## src/rtl/core_bus_master.sv

```systemverilog
// core_bus_master: CPU-side master for a 4-phase req/ack bus (IDLE -> REQ -> RELEASE).
// A CPU request is latched onto registered bus outputs. The bus is held until the
// responder acks, and read data is returned to the register file with a one-cycle
// valid pulse.
// Optional feature: define CORE_BUS_TIMEOUT_EN to abort a REQ phase that has been
// waiting for TIMEOUT_CYCLES cycles. An aborted read returns 16'hFFFF and pulses err.
module core_bus_master #(
   parameter int unsigned TIMEOUT_CYCLES = 255
) (
   input  logic        clk,
   input  logic        rst,
   input  logic        cpu_start,
   input  logic        cpu_write,
   input  logic [15:0] cpu_addr,
   input  logic [15:0] cpu_wdata,
   output logic        busy,
   output logic [15:0] rdata,
   output logic        rdata_valid,
   output logic        done,
   output logic        err,
   output logic        bus_req,
   output logic        bus_we,
   output logic [15:0] bus_addr,
   output logic [15:0] bus_wdata,
   input  logic        bus_ack,
   input  logic [15:0] bus_rdata
);

   localparam logic [1:0] StIdle    = 2'd0;
   localparam logic [1:0] StReq     = 2'd1;
   localparam logic [1:0] StRelease = 2'd2;

   // A zero timeout would abort before the request is ever visible on the bus.
   if (TIMEOUT_CYCLES == 0) begin : g_bad_timeout
      $error("core_bus_master: TIMEOUT_CYCLES must be at least 1");
   end

   logic [1:0]  state_q, state_d;
   logic        req_q, req_d;
   logic        we_q, we_d;
   logic [15:0] addr_q, addr_d;
   logic [15:0] wdata_q, wdata_d;
   logic [15:0] rdata_q, rdata_d;
   logic        rdata_valid_q, rdata_valid_d;
   logic        done_q, done_d;

`ifdef CORE_BUS_TIMEOUT_EN
   localparam int unsigned     CntW    = $clog2(TIMEOUT_CYCLES + 1);
   // The counter holds the number of REQ cycles already spent, so the abort
   // happens on the edge that ends the TIMEOUT_CYCLES-th REQ cycle.
   localparam logic [CntW-1:0] CntLast = CntW'(TIMEOUT_CYCLES - 1);

   logic            err_q, err_d;
   logic [CntW-1:0] cnt_q, cnt_d;
`endif

   // Next-state logic for the handshake FSM and all registered outputs.
   always_comb begin
      state_d       = state_q;
      req_d         = req_q;
      we_d          = we_q;
      addr_d        = addr_q;
      wdata_d       = wdata_q;
      rdata_d       = rdata_q;
      rdata_valid_d = 1'b0;
      done_d        = 1'b0;
`ifdef CORE_BUS_TIMEOUT_EN
      err_d         = 1'b0;
      cnt_d         = cnt_q;
`endif

      unique case (state_q)
         StIdle: begin
            // bus_ack is deliberately ignored here.
            if (cpu_start) begin
               we_d    = cpu_write;
               addr_d  = cpu_addr;
               wdata_d = cpu_wdata;
               req_d   = 1'b1;
               state_d = StReq;
`ifdef CORE_BUS_TIMEOUT_EN
               cnt_d   = '0;
`endif
            end
         end
         StReq: begin
            // An ack takes precedence over a timeout that expires on the same edge.
            if (bus_ack) begin
               req_d   = 1'b0;
               done_d  = 1'b1;
               state_d = StRelease;
               if (!we_q) begin
                  rdata_d       = bus_rdata;
                  rdata_valid_d = 1'b1;
               end
            end
`ifdef CORE_BUS_TIMEOUT_EN
            else if (cnt_q == CntLast) begin
               req_d   = 1'b0;
               done_d  = 1'b1;
               err_d   = 1'b1;
               state_d = StIdle;
               if (!we_q) begin
                  rdata_d       = 16'hFFFF;
                  rdata_valid_d = 1'b1;
               end
            end else begin
               cnt_d = cnt_q + CntW'(1);
            end
`endif
         end
         StRelease: begin
            if (!bus_ack) begin
               state_d = StIdle;
            end
         end
         default: begin
            state_d = StIdle;
            req_d   = 1'b0;
         end
      endcase
   end

   // State registers with synchronous active-high reset.
   always_ff @(posedge clk) begin
      if (rst) begin
         state_q       <= StIdle;
         req_q         <= 1'b0;
         we_q          <= 1'b0;
         addr_q        <= '0;
         wdata_q       <= '0;
         rdata_q       <= '0;
         rdata_valid_q <= 1'b0;
         done_q        <= 1'b0;
`ifdef CORE_BUS_TIMEOUT_EN
         err_q         <= 1'b0;
         cnt_q         <= '0;
`endif
      end else begin
         state_q       <= state_d;
         req_q         <= req_d;
         we_q          <= we_d;
         addr_q        <= addr_d;
         wdata_q       <= wdata_d;
         rdata_q       <= rdata_d;
         rdata_valid_q <= rdata_valid_d;
         done_q        <= done_d;
`ifdef CORE_BUS_TIMEOUT_EN
         err_q         <= err_d;
         cnt_q         <= cnt_d;
`endif
      end
   end

   // Output drive: everything comes straight from registers.
   always_comb begin
      busy        = (state_q != StIdle);
      rdata       = rdata_q;
      rdata_valid = rdata_valid_q;
      done        = done_q;
      bus_req     = req_q;
      bus_we      = we_q;
      bus_addr    = addr_q;
      bus_wdata   = wdata_q;
`ifdef CORE_BUS_TIMEOUT_EN
      err         = err_q;
`else
      err         = 1'b0;
`endif
   end

endmodule

```

## config.mk

```make
export PLATFORM = sky130hd
export DESIGN_NAME = core_bus_master
export DESIGN_NICKNAME = d
export VERILOG_FILES = /design/src/rtl/core_bus_master.sv
export SDC_FILE = /design/constraint.sdc
export NUM_CORES = 1
export LEC_CHECK = 0
export CAP_MARGIN = 20
export CORE_MARGIN = 4
export CORE_UTILIZATION = 42
export DETAILED_ROUTE_END_ITERATION = 10
export DONT_BUFFER_PORTS = 1
export GPL_ROUTABILITY_DRIVEN = 0
export GPL_TIMING_DRIVEN = 0
export PLACE_DENSITY = 0.64
export SLEW_MARGIN = 30
export SYNTH_ARGS = -nofsm -noshare
export SYNTH_HDL_FRONTEND = slang
export SYNTH_SLANG_ARGS = --single-unit
```

## constraint.sdc

```tcl
create_clock -name clk -period 2.54 [get_ports clk]
set_input_delay 0.508 -clock clk [delete_from_list [all_inputs] [get_ports clk]]
set_output_delay 0.508 -clock clk [all_outputs]
set_load 0.02 [all_outputs]
```

Yosys cells after proc, flatten, opt, wreduce, memory -nomap -nowiden:

Cells that the tools add are included.

* bits in registers: 54
* input bits: 53
* output and inout bits: 54
* logic and storage cells: 34

* equality and inequality tests: 5
* mux-type cells: 9
* bitwise operators: 4
* reductions and logical operators: 8

Operator list (number)
* $reduce_and A3 Y1: 3
* $mux W2: 3
* $ne A2 B2 Y1 const B: 3
* $pmux W2 S3: 1
* $mux W1: 4
* $not A1 Y1: 4
* $pmux W1 S3: 1
* $reduce_or A3 Y1: 1
* $eq A2 B1 Y1 const B: 1
* $eq A2 B2 Y1 const B: 1
* $logic_not A2 Y1: 1
* $reduce_and A2 Y1: 1
* $reduce_bool A2 Y1: 1
* $reduce_or A2 Y1: 1

Depth between registers and ports, before layout:

Gate-level depths: netlist of the first run.

* depth in word-level cells: 3
* depth in mapped cells: 5
* gate-level depth less buffers: 2

Worst setup path after synthesis of the first run:

OpenSTA, ideal clock, no wires.

* kind: register -> output
* from: register state_q[1]
* to: output port busy
* arrival: 0.748 ns
* required time: 2.032 ns
* path slack: 1.284 ns
* cell stages (with the launch flop): 3
* path buffers: 1
* cells stage by stage: dfxtp_1 > buf_6 > or2_2

* cells in the longest elaborated chain, start to end: 1

RTL lines
* start, declared: line 38 `logic [1:0] state_q, state_d;`
* start signal, assigned: line 127 `state_q <= StIdle;`
* start signal, assigned: line 140 `state_q <= state_d;`
* $reduce_bool A2 Y1: line 157 `busy = (state_q != StIdle);`
* end, declared: line 16 `output logic busy,`

No other way between the ends.

Worst setup path in the final report of the first run:

Ends and elaborated chain as after synthesis.

==> results of run 1 <==
## per-stage QoR
step                      area (µm²)  utilization  hold slack [ps]  total power [mW]  cells
final                           2670        0.479              347              1.89    314
after global routing            2670        0.479              325              1.98    314
after floorplan                 2440            -              506              1.18    234
after CTS                       2670        0.479              333              1.92    314
after global placement          2530        0.453              523              1.22    306
after detailed placement        2530        0.453              535              1.22    306
## where the power goes
part | switching, mW | internal [mW]
sequential | 0.102 | 0.900
clock | 0.273 | 0.420
combinational | 0.0892 | 0.107
## layout by cell type (no fill, tap or decap), drive strengths merged
cell / count
buf: 8
nor3b: 2
conb: 1
or2: 1
xnor2: 1
nor2b: 1
dfxtp: 54
nand2b: 101
bufinv: 2
clkbuf: 17
o21a: 1
and4bb: 2
o32ai: 1
mux2i: 49
a211oi: 1
## final timing paths
| kind | start | end | depth (start not counted) |
|---|---|---|---|
| max | state_q[1] | busy | 2 |
| min | bus_rdata[5] | rdata[5] | 2 |
| max reg2reg | state_q[1] | rdata[14] | 5 |
| min reg2reg | state_q[1] | state_q[0] | 2 |
## per-layer routing
layer  track usage  up-vias
met5             0        -
met4        0.0395        0
met3        0.0746        5
met2         0.217       67
met1         0.180      690
li1              -      765
## registers in the layout, indices dropped and copies added (netlist names)
signal	flops
bus_addr	16
bus_wdata	16
rdata	16
state_q	2
bus_req	1
bus_we	1
done	1
rdata_valid	1
## worst register-to-register path, stage by stage, from the launching register on
cell and delay, ps:
dfxtp_1 320, buf_6 130, and4bb_1 270, buf_6 160
buf_12 150, mux2i_1 200
## cell families (layout without fill, tap and decap cells)
logic type | Yosys count | after routing | share of synthesized area
compound gates | 3 | 3 | 0.00976
xor+xnor | 1 | 1 | 0.00360
buf+inv | 19 | 27 | 0.0591
flops | 54 | 54 | 0.444
mux | 49 | 49 | 0.201
other cells | 1 | 1 | 0.00154
simple gates | 107 | 107 | 0.281
## final cells by class
type,instances,area [µm²],area share
Buffer,19,144,0.0539
Sequential cell,54,1080,0.405
Tap cell,72,90.1,0.0338
Clock inverter,2,60.1,0.0225
Clock buffer,6,82.6,0.0309
Multi-Input combinational cell,161,1210,0.454
==> summary.txt, run 1 <==
Outcome
  – Outcome: completed

Cells and area
  – Area Growth Syn to Fin: 9.55%
  – Nets: 294
  – Layout cell share with drive strength beyond 1: 0.0744
  – Fillcell total: 548
  – # diodes: 0

Die
  – Die ar.: 7080 µm²
  – Core area: 5570 µm²
  – I/O Pins: 107
  – Starting Density: 0.437
  – Die X: 84.2 µm
  – Die H: 84.2 µm
  – # rows: 27

Route
  – Met2 WL post-DR: 2260 µm
  – # DRC: 0
  – Top Layer Used: met4
  – Routed Wire Length: 5040 µm
  – Detailed Route Iter0 Violations: 24
  – WL/cell: 16.1 µm
  – Vias: 1527
  – M1 WL: 2170 µm
  – Drt first pass iters: 3
  – Routed vias/inst: 4.86
  – WL met3: 547 µm
  – Final ANT Viol Nets: 0

Timing
  – Final setup margin: 936 ps
  – Fin crit share: 0.632
  – Min Tclk post-route: 1600 ps
  – Max Transition Viols Final: 0
  – Final setup TNS: 0 ps
  – Final setup skew: 5.75 ps
  – RSZ-0062 raised after global routing: no
  – Fmax: 623 MHz
  – Final setup vio count: 0
  – Final hold violations: 0

Worst setup path
  – CP startpoint kind: flop
  – Cells along the critical path: buf_6, or2_2
  – Setup Crit Path Kind: reg -> out
  – Kind of cell adding the most delay to the critical path: simple AND/OR/NAND/NOR gates
  – Buf/Inv on CP: 1
  – R2R Setup Slk: 1240 ps
  – WP data arrival: 1100 ps
  – Setup crit end kind: output port
  – CP max FO: 8
  – Crit-path max cell delay: 360 ps
  – WP data required: 2030 ps
  – Worst path slowest cell: or2_2

CTS
  – H-tree Lvls: 2
  – Resized Gates After CTS: 0
  – Number of buffers created by CTS: 5
  – CTS tree: built
  – Worst-skew pair later-pin latency: 300 ps
  – Max clock buf depth: 2
  – Hold Buf Count CTS: 0
  – Clock Tree Root: clkbuf_8
  – Reg clk slew, reported paths: 90 ps
  – Post-CTS Setup Repair Bufs: 0
  – Clk sinks: 54

Synthesis
  – Number of synthesized flops with an enable pin: 0
  – Synth cell types: 18
  – Top cells by area, synth: dfxtp_1, nand2b_1, mux2i_1
  – Most numerous cell in the Yosys netlist: nand2b_1
  – Yosys reg bits: 54
  – Most frequent cells after synthesis: nand2b_1, dfxtp_1, mux2i_1, clkbuf_1, buf_8
  – Top FF cell, synth: dfxtp_1
  – YS warnings: 0
  – Synth area leader: dfxtp_1
  – Syn Inst Count: 234
  – Mean area per synthesized cell: 10.4 µm²
  – Asr flop ratio synth: 0
  – Sequential area share after synthesis: 0.444
  – Mapped Nets: 287
  – Post-synthesis instance area: 2440 µm²
  – Synth top area share: 0.444

Job
  – Max Cap Viol: 0

Place
  – Worst slack at placement: 917 ps
  – IO buf count: 0
  – Hpwl dp: 3760 µm

GRT
  – GRT Overall Usage: 0.144
  – Largest net degree at the start of global routing: 17
  – Initial antenna violation count: 0
  – First-pass GRT wire length: 8250 µm
  – Vias in the first global route: 1612
  – Total gr overflow: 0

Power
  – VDD IR max: 0.000251 V
  – PwrDens: 709 nW/µm²
  – P_leak: 1.00 nW

Min path
  – Worst hold path class: in -> reg
Power figures use the tool's default switching activity.
==> inputs of run 2 (changes only) <==
PLACE_DENSITY = 0.67   (was 0.64)
clock period = 1.4 ns   (was 2.54 ns; I/O delays follow)
==> summary.txt, run 2 (synthesized netlist as in run 1, its figures left out) <==
Outcome
  – Outcome: completed

Cells and area
  – Final non-filler cell area: 2640 µm² (-1.1%)
  – Layout cell share with drive strength beyond 1: 0.0864 (+0.0120)
  – Area Growth Syn to Fin: 8.32%
  – Nets: 297 (+1.0%)
  – # diodes: 0 (unchanged)
  – Fillcell total: 566 (+3.3%)
  – Commonest non-fill, non-tap cell in the layout: nand2b_1
  – Commonest non-fill, non-tap cells in the layout: nand2b_1, dfxtp_1, mux2i_1

Worst setup path
  – CP max FO: 8 (unchanged)
  – Worst path slowest cell: dfxtp_1
  – Buf/Inv on CP: 1 (unchanged)
  – Setup crit end kind: output port
  – Kind of cell adding the most delay to the critical path: flip-flops
  – Setup Crit Path Kind: reg -> out
  – WP data arrival: 1010 ps (-90 ps)
  – CP startpoint kind: flop
  – Cells along the critical path: buf_6, or2_4
  – Crit-path max cell delay: 310 ps (-50 ps)
  – WP data required: 1120 ps (-910 ps)

Route
  – Routed vias/inst: 4.85 (-0.19%)
  – Drt first pass iters: 4 (+1)
  – # DRC: 0 (unchanged)
  – Routed Wire Length: 4960 µm (-1.8%)
  – Final ANT Viol Nets: 0 (unchanged)
  – Vias: 1529 (+0.13%)
  – Detailed Route Iter0 Violations: 30 (+25%)
  – WL/cell: 15.7 µm (-2.1%)

Job
  – Max Cap Viol: 0 (unchanged)

CTS
  – Hold Buf Count CTS: 0 (unchanged)
  – Clock Tree Root: clkbuf_8
  – Clk sinks: 54 (unchanged)
  – Worst-skew pair later-pin latency: 300 ps (about the same)
  – Reg clk slew, reported paths: 90 ps (about the same)
  – CTS tree: built
  – Number of buffers created by CTS: 5 (unchanged)
  – H-tree Lvls: 2 (unchanged)
  – Max clock buf depth: 2 (unchanged)

Timing
  – Final hold violations: 0 (unchanged)
  – Final setup skew: 5.84 ps (+0.0886 ps)
  – Fmax: 774 MHz
  – Fin crit share: 0.923
  – Final setup vio count: 0 (unchanged)
  – Final hold slack: 122 ps (-225 ps)
  – Final setup TNS: 0 ps (unchanged)
  – Min Tclk post-route: 1290 ps
  – RSZ-0062 raised after global routing: no
  – Max Transition Viols Final: 0 (unchanged)

GRT
  – GRT Overall Usage: 0.144 (+0.000379)
  – Initial antenna violation count: 0 (unchanged)
  – Vias in the first global route: 1646 (+2.1%)
  – Largest net degree at the start of global routing: 15 (-2)
  – Total gr overflow: 0 (unchanged)
  – First-pass GRT wire length: 8240 µm (-0.17%)

Die
  – Die H: 84.2 µm (unchanged)
  – Core area: 5570 µm² (unchanged)
  – Die X: 84.2 µm (unchanged)
  – I/O Pins: 107 (unchanged)
  – Starting Density: 0.437 (unchanged)
  – # rows: 27 (unchanged)
  – Die ar.: 7080 µm² (unchanged)

Min path
  – Worst hold path class: in -> reg

Place
  – IO buf count: 0 (unchanged)
  – Hpwl dp: 3640 µm (-3.1%)
  – Placed cell area: 2530 µm² (unchanged)

Power
  – VDD IR max: 0.000461 V (+84%)
  – PwrDens: 1150 nW/µm² (+62%)
  – P_leak: 0.991 nW (-1.0%)
[run 2: worst reg2reg max path, delay by kind of cell (launching register included)]
family	cells	cell delay, ps
mux	1	190
flops	1	310
buf+inv	3	520
simple gates	1	190
[run 2: area by class of cell]
class / count / area, µm² / share of cell area
Buffer: 19 / 144 / 0.0545
Clock buffer: 6 / 82.6 / 0.0313
Multi-Input combinational cell: 161 / 1220 / 0.461
Sequential cell: 54 / 1080 / 0.410
Tap cell: 72 / 90.1 / 0.0341
Timing Repair Buffer: 3 / 22.5 / 0.00853
[run 2: routing by layer]
layer | global-route usage | part of all wire | vias to the layer above
li1 | - | - | 769
met1 | 0.171 | 0.42 | 686
met2 | 0.227 | 0.46 | 68
met3 | 0.0756 | 0.11 | 6
met4 | 0.0439 | 0.012 | 0
met5 | 0 | 0 | -
[run 2: power by group]
part           switching [mW]  internal [mW]
registers               0.184           1.63
clock network           0.466          0.383
logic                   0.162          0.202
total                   0.811           2.22
[run 2: repair_timing]
item | 4_1_cts | 5_1_grt
resized for setup | 0 | 3
endpoints found under the setup margin | 0 | 2
buffers inserted | 0 | 3
hold endpoints to repair | 0 | 0
[run 2: metrics by stage]
step | utilization | instances | worst slack (ps) | total power, mW
floorplan | - | 234 | 222 | 2.14
global placement | 0.453 | 306 | 72.3 | 2.21
detailed placement | 0.453 | 306 | 50.4 | 2.22
CTS | 0.468 | 312 | 10.1 | 3.08
global route | 0.473 | 315 | 20.4 | 3.19
finish | 0.473 | 315 | 108 | 3.03
[run 2: path summary, 6_finish.rpt]
path                        to  cells after the start  slack, ps         start
setup reg to reg  bus_addr[13]                      5        120    state_q[1]
hold reg to reg     state_q[0]                      2        530    state_q[1]
hold / removal        rdata[5]                      2        120  bus_rdata[5]
setup / recovery          busy                      2        110    state_q[1]
==> inputs of run 3 (changes only) <==
CORE_UTILIZATION = 54   (was 42)
CTS_CLUSTER_SIZE = 30   (was default)
PLACE_DENSITY = 0.8   (was 0.67)
==> summary.txt, run 3 (synthesized netlist as in run 1, its figures left out) <==
Die
  – Core area: 4350 µm² (-22%)
  – Die ar.: 5650 µm² (-20%)
  – Die H: 75.2 µm (-11%)
  – # rows: 24 (-11%)
  – I/O Pins: 107 (unchanged)
  – Starting Density: 0.559 (+0.122)
  – Die X: 75.2 µm (-11%)

Worst setup path
  – CP max FO: 8 (unchanged)
  – Cells along the critical path: buf_6, or2_4
  – CP startpoint kind: flop
  – Setup crit end kind: output port
  – Kind of cell adding the most delay to the critical path: flip-flops
  – Buf/Inv on CP: 1 (unchanged)
  – R2R Setup Slk: 120 ps (about the same)
  – Setup Crit Path Kind: reg -> out
  – WP data arrival: 1020 ps (about the same)
  – WP data required: 1120 ps (about the same)
  – Worst path slowest cell: dfxtp_1
  – Crit-path max cell delay: 320 ps (about the same)

Place
  – IO buf count: 0 (unchanged)
  – Inst Count DP: 286 (-6.5%)
  – Hpwl dp: 3480 µm (-4.5%)
  – Placed cell area: 2500 µm² (-0.99%)

GRT
  – Largest net degree at the start of global routing: 15 (unchanged)
  – Initial antenna violation count: 0 (unchanged)
  – First-pass GRT wire length: 7110 µm (-14%)
  – Total gr overflow: 0 (unchanged)
  – Vias in the first global route: 1477 (-10%)
  – GRT Overall Usage: 0.165 (+0.0203)

CTS
  – H-tree Lvls: 2 (unchanged)
  – Clk sinks: 54 (unchanged)
  – Hold Buf Count CTS: 0 (unchanged)
  – Clock Tree Root: clkbuf_8
  – Worst-skew pair later-pin latency: 290 ps (about the same)
  – Reg clk slew, reported paths: 90 ps (about the same)
  – Number of buffers created by CTS: 5 (unchanged)
  – CTS tree: built
  – Max clock buf depth: 2 (unchanged)

Route
  – Detailed Route Iter0 Violations: 66 (+120%)
  – Drt first pass iters: 2 (-2)
  – Routed Wire Length: 4730 µm (-4.6%)
  – Routed vias/inst: 5.18 (+6.7%)
  – Vias: 1533 (+0.26%)
  – Final ANT Viol Nets: 0 (unchanged)
  – WL/cell: 16.0 µm (+1.5%)
  – # DRC: 0 (unchanged)

Cells and area
  – Commonest non-fill, non-tap cell in the layout: nand2b_1
  – Commonest non-fill, non-tap cells in the layout: nand2b_1, dfxtp_1, mux2i_1
  – Fillcell total: 367 (-35%)
  – Layout cell share with drive strength beyond 1: 0.0738 (-0.0126)
  – Final non-filler cell area: 2600 µm² (-1.4%)
  – Nets: 297 (unchanged)
  – Post-route insts no fill: 296 (-6.0%)
  – Area Growth Syn to Fin: 6.83%
  – # diodes: 0 (unchanged)
  – Register Area: 1080 µm² (-0.12%)
  – Multi-input logic area: 1210 µm² (-0.31%)

Outcome
  – Outcome: completed

Power
  – Design Power: 2.98 mW (-1.7%)
  – PwrDens: 1140 nW/µm² (-0.29%)
  – VDD IR max: 0.000812 V (+76%)
  – P_leak: 0.983 nW (-0.83%)

Timing
  – Final hold violations: 0 (unchanged)
  – Fin crit share: 0.925 (+0.00207)
  – Max Transition Viols Final: 0 (unchanged)
  – Final setup skew: 3.61 ps (-2.23 ps)
  – Min Tclk post-route: 1300 ps (+2.90 ps)
  – Final setup TNS: 0 ps (unchanged)
  – Fmax: 772 MHz (-0.22%)
  – RSZ-0062 raised after global routing: no
  – Final setup vio count: 0 (unchanged)

Min path
  – Worst hold path class: in -> reg

Job
  – Max Cap Viol: 0 (unchanged)
-- run 3: cell types whose count changed in the layout (fill, tap and decap cells not counted), sizes merged --
cell / delta
clkbuf: +1
-- run 3: worst paths after layout --
kind	start	to	cells after the start
worst min register to register	state_q[1]	state_q[0]	2
worst max-delay path	state_q[1]	busy	2
worst min-delay path	cpu_wdata[1]	bus_wdata[1]	2
worst max register to register	state_q[1]	bus_addr[1]	5
-- run 3: stage by stage --
step                      hold WS (ps)   util  worst slack, ps
final                              129  0.598              105
after floorplan                    435      -              222
after CTS                          119  0.592             15.0
after global placement             438  0.574             52.1
after detailed placement           444  0.574            -22.5
after global routing               109  0.598             16.7
-- run 3: final cells by class --
type                    count  share of cell area
clock buffers               7              0.0293
well taps                  52              0.0250
plain buffers              19              0.0553
repair buffers              3             0.00865
flip-flops and latches     54               0.415
multi-input cells         161               0.466
-- run 3: timing repair --
action / CTS / global route
buffers inserted: 0 / 3
endpoints found under the setup margin: 0 / 3
gates resized for setup: 0 / 1
-- run 3: power breakdown --
group | internal (mW) | total (mW) | switching, mW
Combinational | 0.204 | 0.363 | 0.159
Sequential | 1.63 | 1.82 | 0.184
Clock | 0.346 | 0.799 | 0.453
Total | 2.18 | 2.98 | 0.796
-- run 3: per-layer routing --
layer  track usage  routed length [µm]  vias to the layer above
li1              -                   -                      764
met1         0.197                1910                      697
met2         0.254                2170                       67
met3        0.0935                 588                        5
met4        0.0466                  55                        0
met5             0                   0                        -
